<file path="config.mk">
export PLATFORM = sky130hd
export DESIGN_NAME = airlock_sequencer
export DESIGN_NICKNAME = d
export VERILOG_FILES = /design/src/rtl/airlock_sequencer.sv
export SDC_FILE = /design/constraint.sdc
export NUM_CORES = 1
export LEC_CHECK = 0
export CORE_ASPECT_RATIO = 0.6
export CORE_MARGIN = 2
export CORE_UTILIZATION = 50
export CTS_CLUSTER_SIZE = 25
export DETAILED_ROUTE_END_ITERATION = 12
export GPL_TIMING_DRIVEN = 0
export PLACE_DENSITY = 0.75
export SLEW_MARGIN = 30
export SYNTH_ARGS = -nofsm -noshare
export SYNTH_HDL_FRONTEND = slang
export SYNTH_SLANG_ARGS = --single-unit
</file>
<file path="constraint.sdc">
create_clock -name clk_clk -period 2.85 [get_ports clk_clk]
set_clock_uncertainty 0.2 [all_clocks]
set_input_delay 0.855 -clock clk_clk [delete_from_list [all_inputs] [get_ports clk_clk]]
set_output_delay 0.855 -clock clk_clk [all_outputs]
set_load 0.01 [all_outputs]
</file>
<file path="src/rtl/airlock_sequencer.sv">
// rtl/airlock_sequencer.sv - two-door airlock sequencer for bath arrival/departure
//
// Purpose: sequences an airlock chamber through WAIT, FILL, OUTER-door and
// DRAIN phases for one arrival or departure at a time, interlocked against
// door switches. Any unexpected door opening latches FAULT until reset.
//
// Ports:
//   clk_clk                 sole clock, rising edge
//   reset_reset             synchronous active-high reset
//   batharriving_export     arrival request (level)
//   bathleaving_export      departure request (level)
//   personcheck_export      1 = occupant present in chamber
//   pressurecheck_export    1 = chamber pressure equalised with water
//   innerdoorswitch_export  1 = inner door physically open
//   outerdoorswitch_export  1 = outer door physically open
//   innerdoor_export        1 = inner door unlocked (IDLE)
//   outerdoor_export        1 = outer door unlocked (OUTER)
//   waiting/filling/draining_export            phase-active levels
//   waitfinished/fillfinished/drainfinished_export  one-cycle pulses on the
//                           first cycle of the following state
//   status_export           IDLE=0 WAIT=1 FILL=2 OUTER=3 DRAIN=4 FAULT=15

module airlock_sequencer #(
  parameter int unsigned WAIT_CYCLES  = 50,
  parameter int unsigned FILL_CYCLES  = 100,
  parameter int unsigned DRAIN_CYCLES = 100
) (
  input  logic       clk_clk,
  input  logic       reset_reset,
  input  logic       batharriving_export,
  input  logic       bathleaving_export,
  input  logic       personcheck_export,
  input  logic       pressurecheck_export,
  input  logic       innerdoorswitch_export,
  input  logic       outerdoorswitch_export,
  output logic       innerdoor_export,
  output logic       outerdoor_export,
  output logic       waiting_export,
  output logic       filling_export,
  output logic       draining_export,
  output logic       waitfinished_export,
  output logic       fillfinished_export,
  output logic       drainfinished_export,
  output logic [3:0] status_export
);

  typedef enum logic [3:0] {
    ST_IDLE  = 4'd0,
    ST_WAIT  = 4'd1,
    ST_FILL  = 4'd2,
    ST_OUTER = 4'd3,
    ST_DRAIN = 4'd4,
    ST_FAULT = 4'd15
  } state_t;

  // Counter value seen during the last cycle of each timed phase.
  localparam logic [15:0] LP_WAIT_LAST  = 16'(WAIT_CYCLES - 1);
  localparam logic [15:0] LP_FILL_LAST  = 16'(FILL_CYCLES - 1);
  localparam logic [15:0] LP_DRAIN_LAST = 16'(DRAIN_CYCLES - 1);

  state_t      r_state;
  state_t      w_next_state;
  logic [15:0] r_cnt;
  logic [15:0] w_next_cnt;
  logic        r_is_dep;      // accepted request was a departure
  logic        w_next_is_dep;
  logic        r_opened;      // outer door has been seen open during OUTER
  logic        w_next_opened;
  logic        w_any_door;
  logic        w_fill_done;

  assign w_any_door  = innerdoorswitch_export | outerdoorswitch_export;
  assign w_fill_done = (r_cnt >= LP_FILL_LAST);

  always_comb begin
    w_next_state  = r_state;
    w_next_cnt    = r_cnt;
    w_next_is_dep = r_is_dep;
    w_next_opened = r_opened;

    case (r_state)
      ST_IDLE: begin
        // Arrival has priority; a departure needs someone in the chamber.
        if (!w_any_door) begin
          if (batharriving_export) begin
            w_next_state  = ST_WAIT;
            w_next_is_dep = 1'b0;
          end else if (bathleaving_export && personcheck_export) begin
            w_next_state  = ST_WAIT;
            w_next_is_dep = 1'b1;
          end
        end
      end

      ST_WAIT: begin
        if (w_any_door)                  w_next_state = ST_FAULT;
        else if (r_cnt == LP_WAIT_LAST)  w_next_state = ST_FILL;
        else                             w_next_cnt   = r_cnt + 16'd1;
      end

      ST_FILL: begin
        // Counter saturates once the minimum fill time is reached; the
        // phase then holds until pressure is equalised.
        if (w_any_door)                                w_next_state = ST_FAULT;
        else if (w_fill_done && pressurecheck_export)  w_next_state = ST_OUTER;
        else if (!w_fill_done)                         w_next_cnt   = r_cnt + 16'd1;
      end

      ST_OUTER: begin
        // Leave only after the door has opened and closed again, with the
        // chamber occupied after an arrival or empty after a departure.
        if (innerdoorswitch_export) begin
          w_next_state = ST_FAULT;
        end else if (outerdoorswitch_export) begin
          w_next_opened = 1'b1;
        end else if (r_opened && (personcheck_export != r_is_dep)) begin
          w_next_state = ST_DRAIN;
        end
      end

      ST_DRAIN: begin
        if (w_any_door)                  w_next_state = ST_FAULT;
        else if (r_cnt == LP_DRAIN_LAST) w_next_state = ST_IDLE;
        else                             w_next_cnt   = r_cnt + 16'd1;
      end

      ST_FAULT: begin
        w_next_state = ST_FAULT;
      end

      default: begin
        w_next_state = ST_FAULT;
      end
    endcase

    // Every state entry starts with a fresh counter and opened flag.
    if (w_next_state != r_state) begin
      w_next_cnt    = 16'd0;
      w_next_opened = 1'b0;
    end
  end

  // Outputs are decoded from the next state so they line up with r_state.
  always_ff @(posedge clk_clk) begin
    if (reset_reset) begin
      r_state              <= ST_IDLE;
      r_cnt                <= 16'd0;
      r_is_dep             <= 1'b0;
      r_opened             <= 1'b0;
      innerdoor_export     <= 1'b1;
      outerdoor_export     <= 1'b0;
      waiting_export       <= 1'b0;
      filling_export       <= 1'b0;
      draining_export      <= 1'b0;
      waitfinished_export  <= 1'b0;
      fillfinished_export  <= 1'b0;
      drainfinished_export <= 1'b0;
      status_export        <= 4'd0;
    end else begin
      r_state              <= w_next_state;
      r_cnt                <= w_next_cnt;
      r_is_dep             <= w_next_is_dep;
      r_opened             <= w_next_opened;
      innerdoor_export     <= (w_next_state == ST_IDLE);
      outerdoor_export     <= (w_next_state == ST_OUTER);
      waiting_export       <= (w_next_state == ST_WAIT);
      filling_export       <= (w_next_state == ST_FILL);
      draining_export      <= (w_next_state == ST_DRAIN);
      waitfinished_export  <= (r_state == ST_WAIT)  && (w_next_state == ST_FILL);
      fillfinished_export  <= (r_state == ST_FILL)  && (w_next_state == ST_OUTER);
      drainfinished_export <= (r_state == ST_DRAIN) && (w_next_state == ST_IDLE);
      status_export        <= w_next_state;
    end
  end

endmodule

</file>
# Yosys cells after proc, flatten, opt, wreduce, memory -nomap -nowiden
# Cells that the tools add are included.
# op_classes
order_cmp,1
n_bitwise,3
reduce_logical,14
mux,23
addsub,1
eq_ne,19
# ops
operator,count
16-bit 2-to-1 mux,7
4-bit 2-to-1 mux,12
16-bit one-hot mux with 3 select lines,1
4-bit one-hot mux with 5 select lines,1
"16-bit by 1-bit adder with 16-bit output, second input constant",1
"16-bit by 6-bit equality test with 1-bit output, second input constant",1
"16-bit by 7-bit equality test with 1-bit output, second input constant",1
"4-bit by 2-bit equality test with 1-bit output, second input constant",4
"16-bit by 7-bit >= comparator with 1-bit output, second input constant",1
"2-bit inequality test, second input constant",7
"4-bit by 1-bit equality test with 1-bit output, second input constant",2
"4-bit by 3-bit equality test with 1-bit output, second input constant",2
4-bit logical NOT,2
8-bit AND reduction,1
1-bit logical AND,6
3-bit AND reduction,2
4-bit inequality test,1
3-bit nonzero test,1
1-bit 2-to-1 mux,2
1-bit inverter,2
2-bit nonzero test,1
2-bit OR reduction,1
1-bit inequality test,1
1-bit bitwise OR,1
# word_totals
wordCells,73
inputBits,8
ff_bits,30
output_inout_bits,12

# Logic depth before layout (Yosys ltp)
# logic_depth
word_depth,8
depth_mapped,9
ltp_nobuf,8

# Worst setup path before layout
# Ideal clock, no wire load.
# synth_path
path_type,input to register
from,in outerdoorswitch_export
to,reg r_cnt[2]
t_arrival_ps,2603
slack_ps,-16
stages,8
t_required_ps,2588
n_path_buf,2
setup_ps,62
cell_sequence,or2_1 > clkbuf_1 > o31ai_1 > o311ai_2 > a2111oi_0 > o211ai_2 > buf_6 > nor2_2
# synth_via
elab_chain_len,5
elab_cells_between_ends,14
cone_classes,4 x eq/ne; 7 x mux; 1 x bitwise; 2 x reduce/logical
# synth_rtl
element,line,source
from (decl),35,"input logic outerdoorswitch_export,"
1-bit bitwise OR or 4-bit 2-to-1 mux (tied branches),"72, 114",
4-bit 2-to-1 mux (on tied branches),n/a,
4-bit one-hot mux with 5 select lines,81,case (r_state)
4-bit inequality test,137,if (w_next_state != r_state) begin
2-bit OR reduction (no line),n/a,
to (signal assigned),161,r_cnt <= w_next_cnt;
to (decl),63,logic [15:0] r_cnt;
# Parallel ways exist; a longest one is shown, timed or not.
# A chain may end at the register's enable or synchronous reset.

# Worst setup path after layout
# layout_path
from,in outerdoorswitch_export
to,reg r_cnt[5]
# Same word-level chain as after synthesis.

==> impl_metrics.json <==
{
  "outcome": "completed",
  "end_kind": "register",
  "grt_usage": 0.249,
  "synth_edf_count": 0,
  "root_buffer": "clkbuf_8",
  "post-place-ws_ns": -0.860,
  "cts_buffer_depth": 2,
  "routed_wl_um": 4520,
  "critPathArrivalTime_ns": 2.82,
  "power.leakage_uw": 0.000678,
  "overflow": 0,
  "synth_cell_types": 44,
  "die_x_um": 79.2,
  "rr_worst_depth": 7,
  "p_seq_frac": 0.380,
  "drive_above_1_share": 0.218,
  "yosysSeqAreaShare": 0.354,
  "required_ns": 2.88,
  "ir_worst_vdd_uv": 319,
  "fp.coreArea_um2": 3240,
  "hp-class": "reg2reg",
  "critPathMaxFanout": 6,
  "yosys_warnings": 0,
  "hpwl_um": 3100,
  "grt_max_degree": 11,
  "start_util": 0.523,
  "grt_pass1_vias": 1446,
  "ys_ff_latch": 30,
  "clock_latency_ns": 0.29,
  "hold_viol": 0,
  "grt.busiest_layer": "met1",
  "synthTopCellsByArea": "dfxtp_1 (35%), xnor2_1 (6.2%), nor2_2 (3.7%), nor4_1 (3.7%), a21oi_1 (3.5%)",
  "power_switching_share": 0.339,
  "layout_min_cycle_time_ns": 2.79,
  "met3_usage": 0.0667,
  "p_per_area_nw_per_um2": 554,
  "io_buffers": 18,
  "power_switching_uw": 412,
  "grt_pass1_wl_um": 7210,
  "finalMaxSlewViolations": 0,
  "drt_iter0_markers": 132,
  "synthFlopType": "dfxtp_1",
  "first_pass_iters": 5,
  "fp.dieH_um": 49.1,
  "grtUsageMet2": 0.318,
  "placementRows": 16,
  "avgRoutedWirePerCell_um": 15.9,
  "max_stage_delay_ns": 0.55,
  "synth_commonest_cells": "dfxtp_1 (30), nor2_1 (14), a21oi_1 (12), xnor2_1 (12), clkbuf_1 (11)",
  "grt_setup_unrepaired": "true",
  "clkSlewWorstSetupHoldPaths_ns": 0.07,
  "whs_ns": 0.322,
  "drv_cap": 0,
  "fmax_mhz": 358,
  "tightest_slew_ns": 0.801,
  "crit_type": "in2reg",
  "finalCritPeriodShare": 0.980,
  "antenna_found_initial": 0,
  "maxSlewHeadroom": 0.465,
  "use_met1": 0.389,
  "drc": 0,
  "cts.sinks": 30,
  "power.total_uw": 1220,
  "ant_nets": 0,
  "viasPerCell": 6.10,
  "place_congestion": 0.882,
  "layout_setup_ws_ns": 0.0579,
  "htreeDepth": 2,
  "n_antenna_cell": 0,
  "combPwrFrac": 0.322,
  "synthArstFlopShare": 0,
  "syn_to_final_growth_pct": 29.5,
  "syn-num-nets": 216,
  "io_pins": 20,
  "cp-start-kind": "input port",
  "layout.nets": 248,
  "utilization": 0.677,
  "worst_path_max_delay_cell": "or4_4",
  "syn_avg_cell_area_um2": 8.24,
  "crit_top_cell": "buf_6",
  "synth_top_area_cell": "dfxtp_1",
  "synth_most_common_cell": "dfxtp_1",
  "internal_power_uw": 806,
  "synthCells": 206,
  "tns_ns": 0,
  "num_vias": 1733,
  "numCtsBuffers": 5,
  "crit_chain": "buf_6 > or4_4 > a21boi_4 > a221o_1 > a211oi_2 > o211ai_4 > buf_6 > nor2_2",
  "clock_power_share": 0.297,
  "netlist_area_um2": 1700,
  "die_area_um2": 3890,
  "hold_depth": 2,
  "synth_top_area_share": 0.354,
  "setup_viol": 0,
  "cts_tree": "done"
}
-- per-stage QoR --
stage	area, µm²	instances
after floorplan	1700	206
after global placement	1930	269
after detailed placement	1930	269
after CTS	2140	283
after global routing	2200	284
final	2200	284
-- layout make-up --
type	count	area (µm²)
clock buffer	6	82.6
fill	277	1050
tap	45	56.3
buffer	14	68.8
timing repair buffer	26	246
clock inverter	2	12.5
inverter	7	26.3
multi-input combinational	154	1100
sequential	30	601
-- worst max-delay path, delay by kind of cell --
family,cells,cell delay (ns)
buffers and inverters,2,0.29
AND/OR/NAND/NOR,2,0.65
AO/OA/AOI/OAI,4,1.02
-- per-layer routing --
| metal | up-vias | routed length [µm] |
|---|---|---|
| met2 | 95 | 1820 |
| li1 | 823 | - |
| met4 | 0 | 61 |
| met3 | 10 | 533 |
| met5 | - | 0 |
| met1 | 805 | 2110 |
-- state kept, by name, summed over array words and instances (netlist names) --
signal	cells
r_state	4
r_is_dep	1
filling_export	1
fillfinished_export	1
outerdoor_export	1
waiting_export	1
drainfinished_export	1
r_opened	1
waitfinished_export	1
innerdoor_export	1
r_cnt	16
draining_export	1
-- placed cells by master (no fill, tap or decap), types with 9 or more instances in the layout --
master and instances:
xnor2_1 11, clkbuf_1 10, dfxtp_1 30, nor4_1 9, clkdlybuf4s50_1 15, nor2_2 10
nor2_1 14, nand3_1 10, nand2_1 10
-- cells by family (layout without fill, tap and decap cells) --
family          count (synthesis)  count (layout)  share of synthesized area
flops                          30              30                      0.354
fa+ha+maj                       2               2                     0.0147
xor+xnor                       13              13                     0.0671
buf+inv                        22              55                     0.0583
simple gates                   95              95                      0.326
compound gates                 44              44                      0.180
-- power groups by stage --
stage	combinational [µW]	clock, µW	sequential (µW)
6_report	393	362	463
5_1_grt	422	391	465
4_1_cts	361	370	461
3_5_place_dp	303	0	471
3_3_place_gp	301	0	470
2_1_floorplan	197	0	475
-- worst paths after layout --
| kind | startpoint | endpoint | slack, ns |
|---|---|---|---|
| worst min register to register | r_opened | r_opened | 0.32 |
| worst max register to register | r_cnt[2] | r_cnt[13] | 0.19 |
| worst min-delay path | r_opened | r_opened | 0.32 |
| worst max-delay path | outerdoorswitch_export | r_cnt[5] | 0.06 |
-- timing repair --
item | 4_1_cts | 5_1_grt
buffers inserted | 6 | 1
gates cloned | 1 | 0
hold buffers | 0 | 0
pin swaps | 7 | 7
hold endpoints to repair | 0 | 0
gates resized for setup | 17 | 16
endpoints found under the setup margin | 25 | 24
(Power assumes the default switching activity.)
